## src/rtl/lcd_pkg.sv

```systemverilog
// lcd_pkg: shared types and constants for the HD44780 write sequencer.
//   - lcd_state_e : sequencer states
//   - INIT_SEQ    : power-up instruction bytes, index 0 is written first
//   - CMD_*       : HD44780 instruction bytes used by the init sequence
//   - max2 / is_clear_home : elaboration and wait-selection helpers
package lcd_pkg;

    typedef enum logic [2:0] {
        PWRUP = 3'd0,
        IDLE  = 3'd1,
        SETUP = 3'd2,
        PULSE = 3'd3,
        HOLD  = 3'd4,
        WAIT  = 3'd5
    } lcd_state_e;

    localparam logic [7:0] CMD_FUNC_SET = 8'h38;  // 8-bit bus, 2 lines, 5x8 font
    localparam logic [7:0] CMD_DISP_ON  = 8'h0C;  // display on, cursor off
    localparam logic [7:0] CMD_CLEAR    = 8'h01;
    localparam logic [7:0] CMD_ENTRY    = 8'h06;  // increment, no shift

    localparam int INIT_LEN = 6;
    localparam int STEP_W   = 3;

    // Element [0] is the lowest byte, i.e. the last one in this list.
    localparam logic [INIT_LEN-1:0][7:0] INIT_SEQ = {
        CMD_ENTRY, CMD_CLEAR, CMD_DISP_ON, CMD_FUNC_SET, CMD_FUNC_SET, CMD_FUNC_SET
    };

    function automatic int max2(input int a, input int b);
        return (a > b) ? a : b;
    endfunction

    // Clear display (01) and return home (02/03) need the long execution time.
    function automatic logic is_clear_home(input logic rs, input logic [7:0] data);
        return (rs == 1'b0) && (data == 8'h01 || data == 8'h02 || data == 8'h03);
    endfunction

endpackage

```

## src/rtl/lcd_timer.sv

```systemverilog
// lcd_timer: loadable down-counter shared by every sequencer state.
//   clk_i   : clock
//   rst_ni  : synchronous active-low reset, loads RESET_VAL
//   load_i  : load value_i this cycle (takes priority over counting)
//   value_i : load value, N-1 for an N-cycle interval
//   done_o  : count has reached zero (last cycle of the interval)
module lcd_timer #(
    parameter int             W         = 8,
    parameter logic [W-1:0]   RESET_VAL = '0
) (
    input  logic         clk_i,
    input  logic         rst_ni,
    input  logic         load_i,
    input  logic [W-1:0] value_i,
    output logic         done_o
);

    logic [W-1:0] cnt_q;
    logic [W-1:0] cnt_d;

    always_comb begin
        cnt_d = cnt_q;
        if (load_i) begin
            cnt_d = value_i;
        end else if (cnt_q != '0) begin
            cnt_d = cnt_q - 1'b1;
        end
    end

    always_ff @(posedge clk_i) begin
        if (!rst_ni) begin
            cnt_q <= RESET_VAL;
        end else begin
            cnt_q <= cnt_d;
        end
    end

    assign done_o = (cnt_q == '0);

endmodule

```

## src/rtl/lcd_ctrl.sv

```systemverilog
// lcd_ctrl: HD44780 write sequencer for a 16x2 character LCD.
// Runs the power-up init sequence after reset, then accepts one byte per
// handshake and generates setup / enable / hold / execution timing.
//   i_clk, i_reset     : clock, synchronous active-low reset
//   i_valid, o_ready   : request handshake; a byte is taken on a clock edge
//                        where i_valid and o_ready are both 1. o_ready depends
//                        only on state, never on i_valid.
//   i_rs, i_data       : 0 = instruction / 1 = data, and the byte to write
//   o_init_done        : init sequence finished, sticky until reset
//   o_lcd_on           : LCD power / backlight enable
//   o_lcd_en/rs/rw/data: LCD bus (rw is tied low, write-only)
module lcd_ctrl
    import lcd_pkg::*;
#(
    parameter int POWERUP_CYC   = 750000,
    parameter int INIT_WAIT_CYC = 205000,
    parameter int SETUP_CYC     = 2,
    parameter int EN_CYC        = 25,
    parameter int HOLD_CYC      = 2,
    parameter int EXEC_CYC      = 2500,
    parameter int CLR_CYC       = 82000
) (
    input  logic       i_clk,
    input  logic       i_reset,
    input  logic       i_valid,
    input  logic       i_rs,
    input  logic [7:0] i_data,
    output logic       o_ready,
    output logic       o_init_done,
    output logic       o_lcd_on,
    output logic       o_lcd_en,
    output logic       o_lcd_rs,
    output logic       o_lcd_rw,
    output logic [7:0] o_lcd_data
);

    localparam int MAX_CYC = max2(max2(max2(POWERUP_CYC, INIT_WAIT_CYC), max2(SETUP_CYC, EN_CYC)),
                                  max2(max2(HOLD_CYC, EXEC_CYC), CLR_CYC));
    localparam int CW = $clog2(MAX_CYC) + 1;

    localparam logic [CW-1:0] LD_PWR   = CW'(POWERUP_CYC - 1);
    localparam logic [CW-1:0] LD_INIT  = CW'(INIT_WAIT_CYC - 1);
    localparam logic [CW-1:0] LD_SETUP = CW'(SETUP_CYC - 1);
    localparam logic [CW-1:0] LD_EN    = CW'(EN_CYC - 1);
    localparam logic [CW-1:0] LD_HOLD  = CW'(HOLD_CYC - 1);
    localparam logic [CW-1:0] LD_EXEC  = CW'(EXEC_CYC - 1);
    localparam logic [CW-1:0] LD_CLR   = CW'(CLR_CYC - 1);

    // A zero-length interval cannot be expressed with an N-1 preload.
    if (POWERUP_CYC < 1 || INIT_WAIT_CYC < 1 || SETUP_CYC < 1 || EN_CYC < 1 ||
        HOLD_CYC < 1 || EXEC_CYC < 1 || CLR_CYC < 1) begin : g_bad_cyc
        $error("lcd_ctrl: every *_CYC parameter must be >= 1");
    end

    lcd_state_e        state_q, state_d;
    logic [STEP_W-1:0] step_q, step_d;
    logic [STEP_W-1:0] next_step;
    logic              rs_q, rs_d;
    logic [7:0]        data_q, data_d;
    logic              init_done_q, init_done_d;
    logic              lcd_on_q;
    logic              en_q;
    logic              ready_q;

    logic              tmr_load;
    logic [CW-1:0]     tmr_val;
    logic              tmr_done;
    logic [CW-1:0]     wait_ld;

    lcd_timer #(
        .W         (CW),
        .RESET_VAL (LD_PWR)
    ) u_timer (
        .clk_i   (i_clk),
        .rst_ni  (i_reset),
        .load_i  (tmr_load),
        .value_i (tmr_val),
        .done_o  (tmr_done)
    );

    // Execution wait for the byte currently on the bus.
    always_comb begin
        if (is_clear_home(rs_q, data_q)) begin
            wait_ld = LD_CLR;
        end else if (!init_done_q && step_q == '0) begin
            wait_ld = LD_INIT;
        end else begin
            wait_ld = LD_EXEC;
        end
    end

    assign next_step = step_q + 1'b1;

    // Every transition preloads the timer with the next state's length - 1.
    // RS/DATA only change on PWRUP->SETUP, IDLE->SETUP or WAIT->SETUP, so they
    // are stable across the whole SETUP/PULSE/HOLD window.
    always_comb begin
        state_d     = state_q;
        step_d      = step_q;
        rs_d        = rs_q;
        data_d      = data_q;
        init_done_d = init_done_q;
        tmr_load    = 1'b0;
        tmr_val     = '0;
        case (state_q)
            PWRUP: begin
                if (tmr_done) begin
                    state_d  = SETUP;
                    step_d   = '0;
                    rs_d     = 1'b0;
                    data_d   = INIT_SEQ[0];
                    tmr_load = 1'b1;
                    tmr_val  = LD_SETUP;
                end
            end
            IDLE: begin
                if (i_valid) begin
                    state_d  = SETUP;
                    rs_d     = i_rs;
                    data_d   = i_data;
                    tmr_load = 1'b1;
                    tmr_val  = LD_SETUP;
                end
            end
            SETUP: begin
                if (tmr_done) begin
                    state_d  = PULSE;
                    tmr_load = 1'b1;
                    tmr_val  = LD_EN;
                end
            end
            PULSE: begin
                if (tmr_done) begin
                    state_d  = HOLD;
                    tmr_load = 1'b1;
                    tmr_val  = LD_HOLD;
                end
            end
            HOLD: begin
                if (tmr_done) begin
                    state_d  = WAIT;
                    tmr_load = 1'b1;
                    tmr_val  = wait_ld;
                end
            end
            WAIT: begin
                if (tmr_done) begin
                    if (!init_done_q && step_q != STEP_W'(INIT_LEN - 1)) begin
                        state_d  = SETUP;
                        step_d   = next_step;
                        rs_d     = 1'b0;
                        data_d   = INIT_SEQ[next_step];
                        tmr_load = 1'b1;
                        tmr_val  = LD_SETUP;
                    end else begin
                        state_d     = IDLE;
                        init_done_d = 1'b1;
                    end
                end
            end
            default: begin
                state_d  = PWRUP;
                tmr_load = 1'b1;
                tmr_val  = LD_PWR;
            end
        endcase
    end

    // EN and READY are registered from the next state so they change on the
    // same edge as the state itself.
    always_ff @(posedge i_clk) begin
        if (!i_reset) begin
            state_q     <= PWRUP;
            step_q      <= '0;
            rs_q        <= 1'b0;
            data_q      <= 8'h00;
            init_done_q <= 1'b0;
            lcd_on_q    <= 1'b0;
            en_q        <= 1'b0;
            ready_q     <= 1'b0;
        end else begin
            state_q     <= state_d;
            step_q      <= step_d;
            rs_q        <= rs_d;
            data_q      <= data_d;
            init_done_q <= init_done_d;
            lcd_on_q    <= 1'b1;
            en_q        <= (state_d == PULSE);
            ready_q     <= (state_d == IDLE);
        end
    end

    assign o_ready     = ready_q;
    assign o_init_done = init_done_q;
    assign o_lcd_on    = lcd_on_q;
    assign o_lcd_en    = en_q;
    assign o_lcd_rs    = rs_q;
    assign o_lcd_rw    = 1'b0;
    assign o_lcd_data  = data_q;

endmodule

```

## config.mk

```make
export PLATFORM = sky130hd
export DESIGN_NAME = lcd_ctrl
export DESIGN_NICKNAME = d
export VERILOG_FILES = /design/src/rtl/lcd_pkg.sv /design/src/rtl/lcd_timer.sv /design/src/rtl/lcd_ctrl.sv
export SDC_FILE = /design/constraint.sdc
export NUM_CORES = 1
export LEC_CHECK = 0
export BUFFER_PORTS_ARGS = -buffer_cell sky130_fd_sc_hd__buf_2
export CAP_MARGIN = 40
export CORE_MARGIN = 2
export CORE_UTILIZATION = 60
export CTS_CLUSTER_SIZE = 10
export DETAILED_ROUTE_END_ITERATION = 12
export PLACE_DENSITY = 0.88
export SETUP_SLACK_MARGIN = 0.2
export SKIP_LAST_GASP = 1
export SYNTH_ARGS = -nofsm -noshare
export SYNTH_HDL_FRONTEND = slang
export SYNTH_SLANG_ARGS = --single-unit
```

## constraint.sdc

```tcl
create_clock -name i_clk -period 4.7 [get_ports i_clk]
set_input_delay 0.94 -clock i_clk [delete_from_list [all_inputs] [get_ports i_clk]]
set_output_delay 0.94 -clock i_clk [all_outputs]
set_load 0.005 [all_outputs]
```

## Word level (Yosys, flattened, before mapping)

Memory sizes are Yosys's and may differ from the RTL's.
Index checks and enable logic that the tools add are counted.

| cells by class | value |
|---|---|
| $add $sub $neg | 2 |
| $lt $le $gt $ge | 1 |
| equal/unequal tests | 15 |
| multiplexer cells | 40 |
| bitwise operators | 2 |
| reductions and logical operators | 18 |

Operators with widths:

| operator | number |
|---|---|
| 21-bit one-hot mux with 5 select lines | 1 |
| 21-bit 2-to-1 mux | 3 |
| 8-bit 2-to-1 mux | 5 |
| 18-bit 2-to-1 mux | 2 |
| 3-bit 2-to-1 mux | 9 |
| 8-bit one-hot mux with 3 select lines | 1 |
| 21-bit logical NOT | 1 |
| 21-bit nonzero test | 1 |
| 21-bit by 1-bit subtractor with 21-bit output (second input constant) | 1 |
| 3-bit one-hot mux with 6 select lines | 1 |
| 8-bit by 2-bit equality test with 1-bit output (second input constant) | 2 |
| 1-bit 2-to-1 mux | 13 |
| 3-bit by 2-bit equality test with 1-bit output (second input constant) | 3 |
| 8-bit by 1-bit equality test with 1-bit output (second input constant) | 1 |
| 2-bit != test (second input constant) | 4 |
| 3-bit by 1-bit equality test with 1-bit output (second input constant) | 2 |
| 3-bit equality test (second input constant) | 2 |
| 3-bit logical NOT | 2 |
| 1-bit one-hot mux with 3 select lines | 2 |
| 3-bit one-hot mux with 2 select lines | 1 |
| 5-bit 2-to-1 mux | 1 |
| 5-bit AND reduction | 1 |
| 3-bit by 4-bit < comparator with 1-bit output (second input constant) | 1 |
| 4-bit AND reduction | 1 |
| 12 further kinds | 17 |

| word-level totals | value |
|---|---|
| register bits after elaboration | 40 |
| ROM bits | 64 |
| output and inout bits | 14 |
| logic and storage cells | 88 |
| memories kept | 1 |

Memory list:

| name | words | width | read ports | clocked after memory_dff | write ports | RTL line | RTL |
|---|---|---|---|---|---|---|---|
| (no name shown) | 8 | 8 | 1 | 0 | 0 | lcd_ctrl.sv:152 | `data_d = INIT_SEQ[next_step];` |

## Depth between registers and ports, before layout

| logic depth | value |
|---|---|
| depth in word-level cells | 8 |
| depth in mapped cells | 10 |
| gate-level depth less buffers | 7 |

## Cells and area by module

A second synthesis with hierarchy kept.

| second synthesis, totals | value |
|---|---|
| cells, all modules | 297 |
| area total of the unflattened synthesis | 2429.8 µm² |

Modules (own cells, without submodules):

| module | instances | cells an instance | area each (µm²) |
|---|---|---|---|
| lcd_ctrl | 1 | 153 | 1248.7 |
| lcd_timer | 1 | 144 | 1181.1 |

## Worst setup path after synthesis

Ideal clock, no wire load.

| path | value |
|---|---|
| path type | register -> register |
| from | reg u_timer.cnt_q[0] |
| to | reg data_q[1], in the netlist o_lcd_data[1] |
| data arrival time | 2.532 ns |
| data required time | 4.633 ns |
| setup slack | 2.101 ns |
| cell stages (with the launch flop) | 11 |
| buffers on the path | 3 |
| period minus slack after synthesis | 2.599 ns |
| path through | dfxtp_1 inv_1 ha_1 or4b_1 buf_2 or4_4 buf_6 o41ai_4 buf_6 nand4_2 o21ai_2 |

| between the ends | value |
|---|---|
| longest elaborated chain between the ends | 3 |
| elaborated cells on any way between the ends | 4 |
| those cells by class | 2 x eq/ne; 2 x reduce/logical |

RTL lines:

| what | RTL line | RTL |
|---|---|---|
| from (decl) | lcd_timer.sv:18 | `logic [W-1:0] cnt_q;` |
| from (signal assigned) | lcd_timer.sv:34 | `cnt_q <= cnt_d;` |
| 21-bit logical NOT (*) | lcd_timer.sv:38 | `assign done_o = (cnt_q == '0);` |
| 2-bit != test (no source line) | n/a |  |
| 5-bit AND reduction (no source line) (*) | n/a |  |
| to (signal assigned) | lcd_ctrl.sv:185 | `data_q <= data_d;` |
| to (decl) | lcd_ctrl.sv:59 | `logic [7:0] data_q, data_d;` |

Mark *: on every way between the ends. The rest lies on a longest branch, timed or not.
A chain may end at the register's enable or synchronous reset.

## Worst setup path in the final report

| path | value |
|---|---|
| from | reg u_timer.cnt_q[1] |
| to | reg data_q[0], in the netlist o_lcd_data[0] |

The elaborated chain is that of the path after synthesis.

==> results.cfg <==
[cells_and_area]
final_cell_mix = dfxtp_1, nor2_1, nand2_1
n_antenna_cell = 0
layout_commonest_cell = dfxtp_1
fill_cells = 315
areaGrowthSynthToFinish_pct = 7.36
drive_above_1_share = 0.148
final_area_um2 = 2430
fin_nets = 303

[worst_setup_path]
start_kind = flop
arrival_ps = 3290
path_max_fanout = 18
cp-startpoint = u_timer.cnt_q[1]$_SDFFE_PN1P_
critical_path_class = reg -> reg
reg2reg_depth = 7
crit_path_end_kind = flop
timing.rr.start = u_timer.cnt_q[1]$_SDFFE_PN1P_
required_ps = 4900

[clocking]
numCtsBuffers = 5
cts_tree = done
worstSkewPairLatency_ps = 290
cts_htree_levels = 2
cts_setup_buffers = 0
clk_path_buf_depth = 2
cts_resized = 0
cts.sinks = 40
clk_pin_slew_worst_paths_ps = 70
ctsHoldBuffers = 0
cts_root_buf = clkbuf_8

[synth]
yosysSeqAreaShare = 0.354
synth_nets = 288
syn_inst = 271
syn_avg_cell_area_um2 = 8.34
synth-seq-cells = 40
synth_edf_count = 0
ys.flop_type = dfxtp_1
async_reset_ff_frac = 0
yosys_warnings = 0
synth_area_um2 = 2260
synthDistinctLibCells = 61

[die]
ios = 26
initial_core_util = 0.622
die_w_um = 65.4
dieArea_um2 = 4280
fp.dieH_um = 65.4
rows = 22
core-area_um2 = 3630

[worst_hold_path]
hold_depth = 2
hold_class = reg -> reg
hp-start = u_timer.cnt_q[20]$_SDFFE_PN0P_

[timing]
setup_viol = 0
hold_violations = 0
fmax_mhz = 324
slew_viol_final = 0
relSlewSlack = 0.369
tightest_slew_ps = 938
fin_crit_ps = 3090
setup_tns_ps = 0
rsz0062_at_grt = false
fin_crit_sh = 0.657
fin_skew_ps = 5.63

[global_routing]
first_global_vias = 1899
antenna_found_initial = 0
grt_use_total = 0.265
grt_max_degree = 23
grt-ovfl-total = 0
grt_pass1_wl_um = 8830

[detailed_routing]
drc = 0
wl_um = 5230
wl_per_cell_um = 15.7
via_per_inst = 6.35
route.vias.total = 2108
ant_nets = 0
dr.pass1.iters = 4
drt_iter0_markers = 145

[power]
p_per_area_nw_per_um2 = 235
finalPower_mw = 0.570
ir_drop_uv = 193
p_leak_nw = 0.896

[placement]
dp_hpwl_um = 3860
gp_congestion = 0.944
io_buffers = 24
placed_area_um2 = 2360

[run_status]
status = finished clean

[flow_run]
maxCapViolations = 0
kinds of logic (layout without fill, tap and decap cells):
logic type      after synthesis  in the layout  synth area share
other cells                   1              1           0.00166
fa+ha+maj                     5              5            0.0277
compound gates               67             67             0.215
simple gates                113            113             0.267
xor+xnor                     15             15            0.0581
flops                        40             40             0.354
buf+inv                      24             37            0.0498
mux                           6              6            0.0271
synthesized netlist by cell type, types with 3 or more instances:
master / count / area, µm²
o2111ai_1: 3 / 26.3
clkbuf_1: 9 / 33.8
buf_2: 3 / 15.0
xor2_1: 5 / 43.8
ha_1: 5 / 62.6
xnor2_1: 10 / 87.6
inv_1: 8 / 30.0
nor4_1: 4 / 25.0
a211oi_1: 5 / 37.5
o22ai_1: 3 / 18.8
or3_1: 5 / 31.3
nor2b_1: 5 / 31.3
nor3_1: 8 / 40.0
nand2_1: 29 / 109
a21o_1: 5 / 37.5
nor2_1: 30 / 113
a31oi_1: 3 / 18.8
o21ai_0: 14 / 70.1
nand3_1: 5 / 25.0
dfxtp_1: 40 / 801
or4_1: 5 / 37.5
mux2i_1: 5 / 50.1
and3_1: 3 / 18.8
a21oi_1: 10 / 50.1
o211ai_1: 5 / 37.5
nand4_1: 3 / 18.8
worst max-delay path, cell delays in order, from the launching register on:
cell	delay, ps
dfxtp_1	320
inv_1	80
ha_1	200
or4b_1	580
or4_4	720
o41ai_4	760
nor2_1	100
a211oi_1	230
worst paths after layout:
path / to / slack, ps
worst max-delay path: o_lcd_data[0]$_SDFFE_PN0P_ / 1610
worst min-delay path: u_timer.cnt_q[20]$_SDFFE_PN0P_ / 480
worst max register to register: o_lcd_data[0]$_SDFFE_PN0P_ / 1610
worst min register to register: u_timer.cnt_q[20]$_SDFFE_PN0P_ / 480
per-stage QoR:
stage          hold WS, ps  instances  utilization  setup slack, ps
3_5_place_dp           470        327        0.649             1630
5_1_grt                509        332        0.668             1410
6_report               483        332        0.668             1610
2_1_floorplan          450        271            -             2100
4_1_cts                482        332        0.668             1610
3_3_place_gp           468        327        0.649             1760
registers in the layout (all words and copies together), names as in the netlist:
register       flops
o_lcd_rs           1
step_q             3
state_q            3
o_init_done        1
o_lcd_on           1
o_lcd_data         8
o_lcd_en           1
o_ready            1
u_timer.cnt_q     21
power by group:
group	switching (mW)	internal [mW]	total (mW)	leakage, nW
clock network	0.107	0.0956	0.202	0.0359
logic	0.0143	0.00987	0.0242	0.537
registers	0.00230	0.341	0.344	0.324
layer usage:
| metal | part of all wire | GRT usage | wire length (µm) | vias to the layer above |
|---|---|---|---|---|
| met5 | 0 | 0 | 0 | - |
| met2 | 0.50 | 0.430 | 2600 | 74 |
| met3 | 0.057 | 0.0582 | 297 | 10 |
| met4 | 0.020 | 0.115 | 107 | 0 |
| li1 | - | - | - | 1009 |
| met1 | 0.42 | 0.339 | 2220 | 1015 |
area by class of cell:
class | instances | area [µm²] | share of cell area
Inverter | 8 | 30.0 | 0.0124
Timing Repair Buffer | 24 | 120 | 0.0495
Multi-Input combinational cell | 207 | 1350 | 0.555
Tap cell | 48 | 60.1 | 0.0247
Sequential cell | 40 | 801 | 0.330
Clock buffer | 5 | 68.8 | 0.0284
Power figures use the tool's default switching activity.
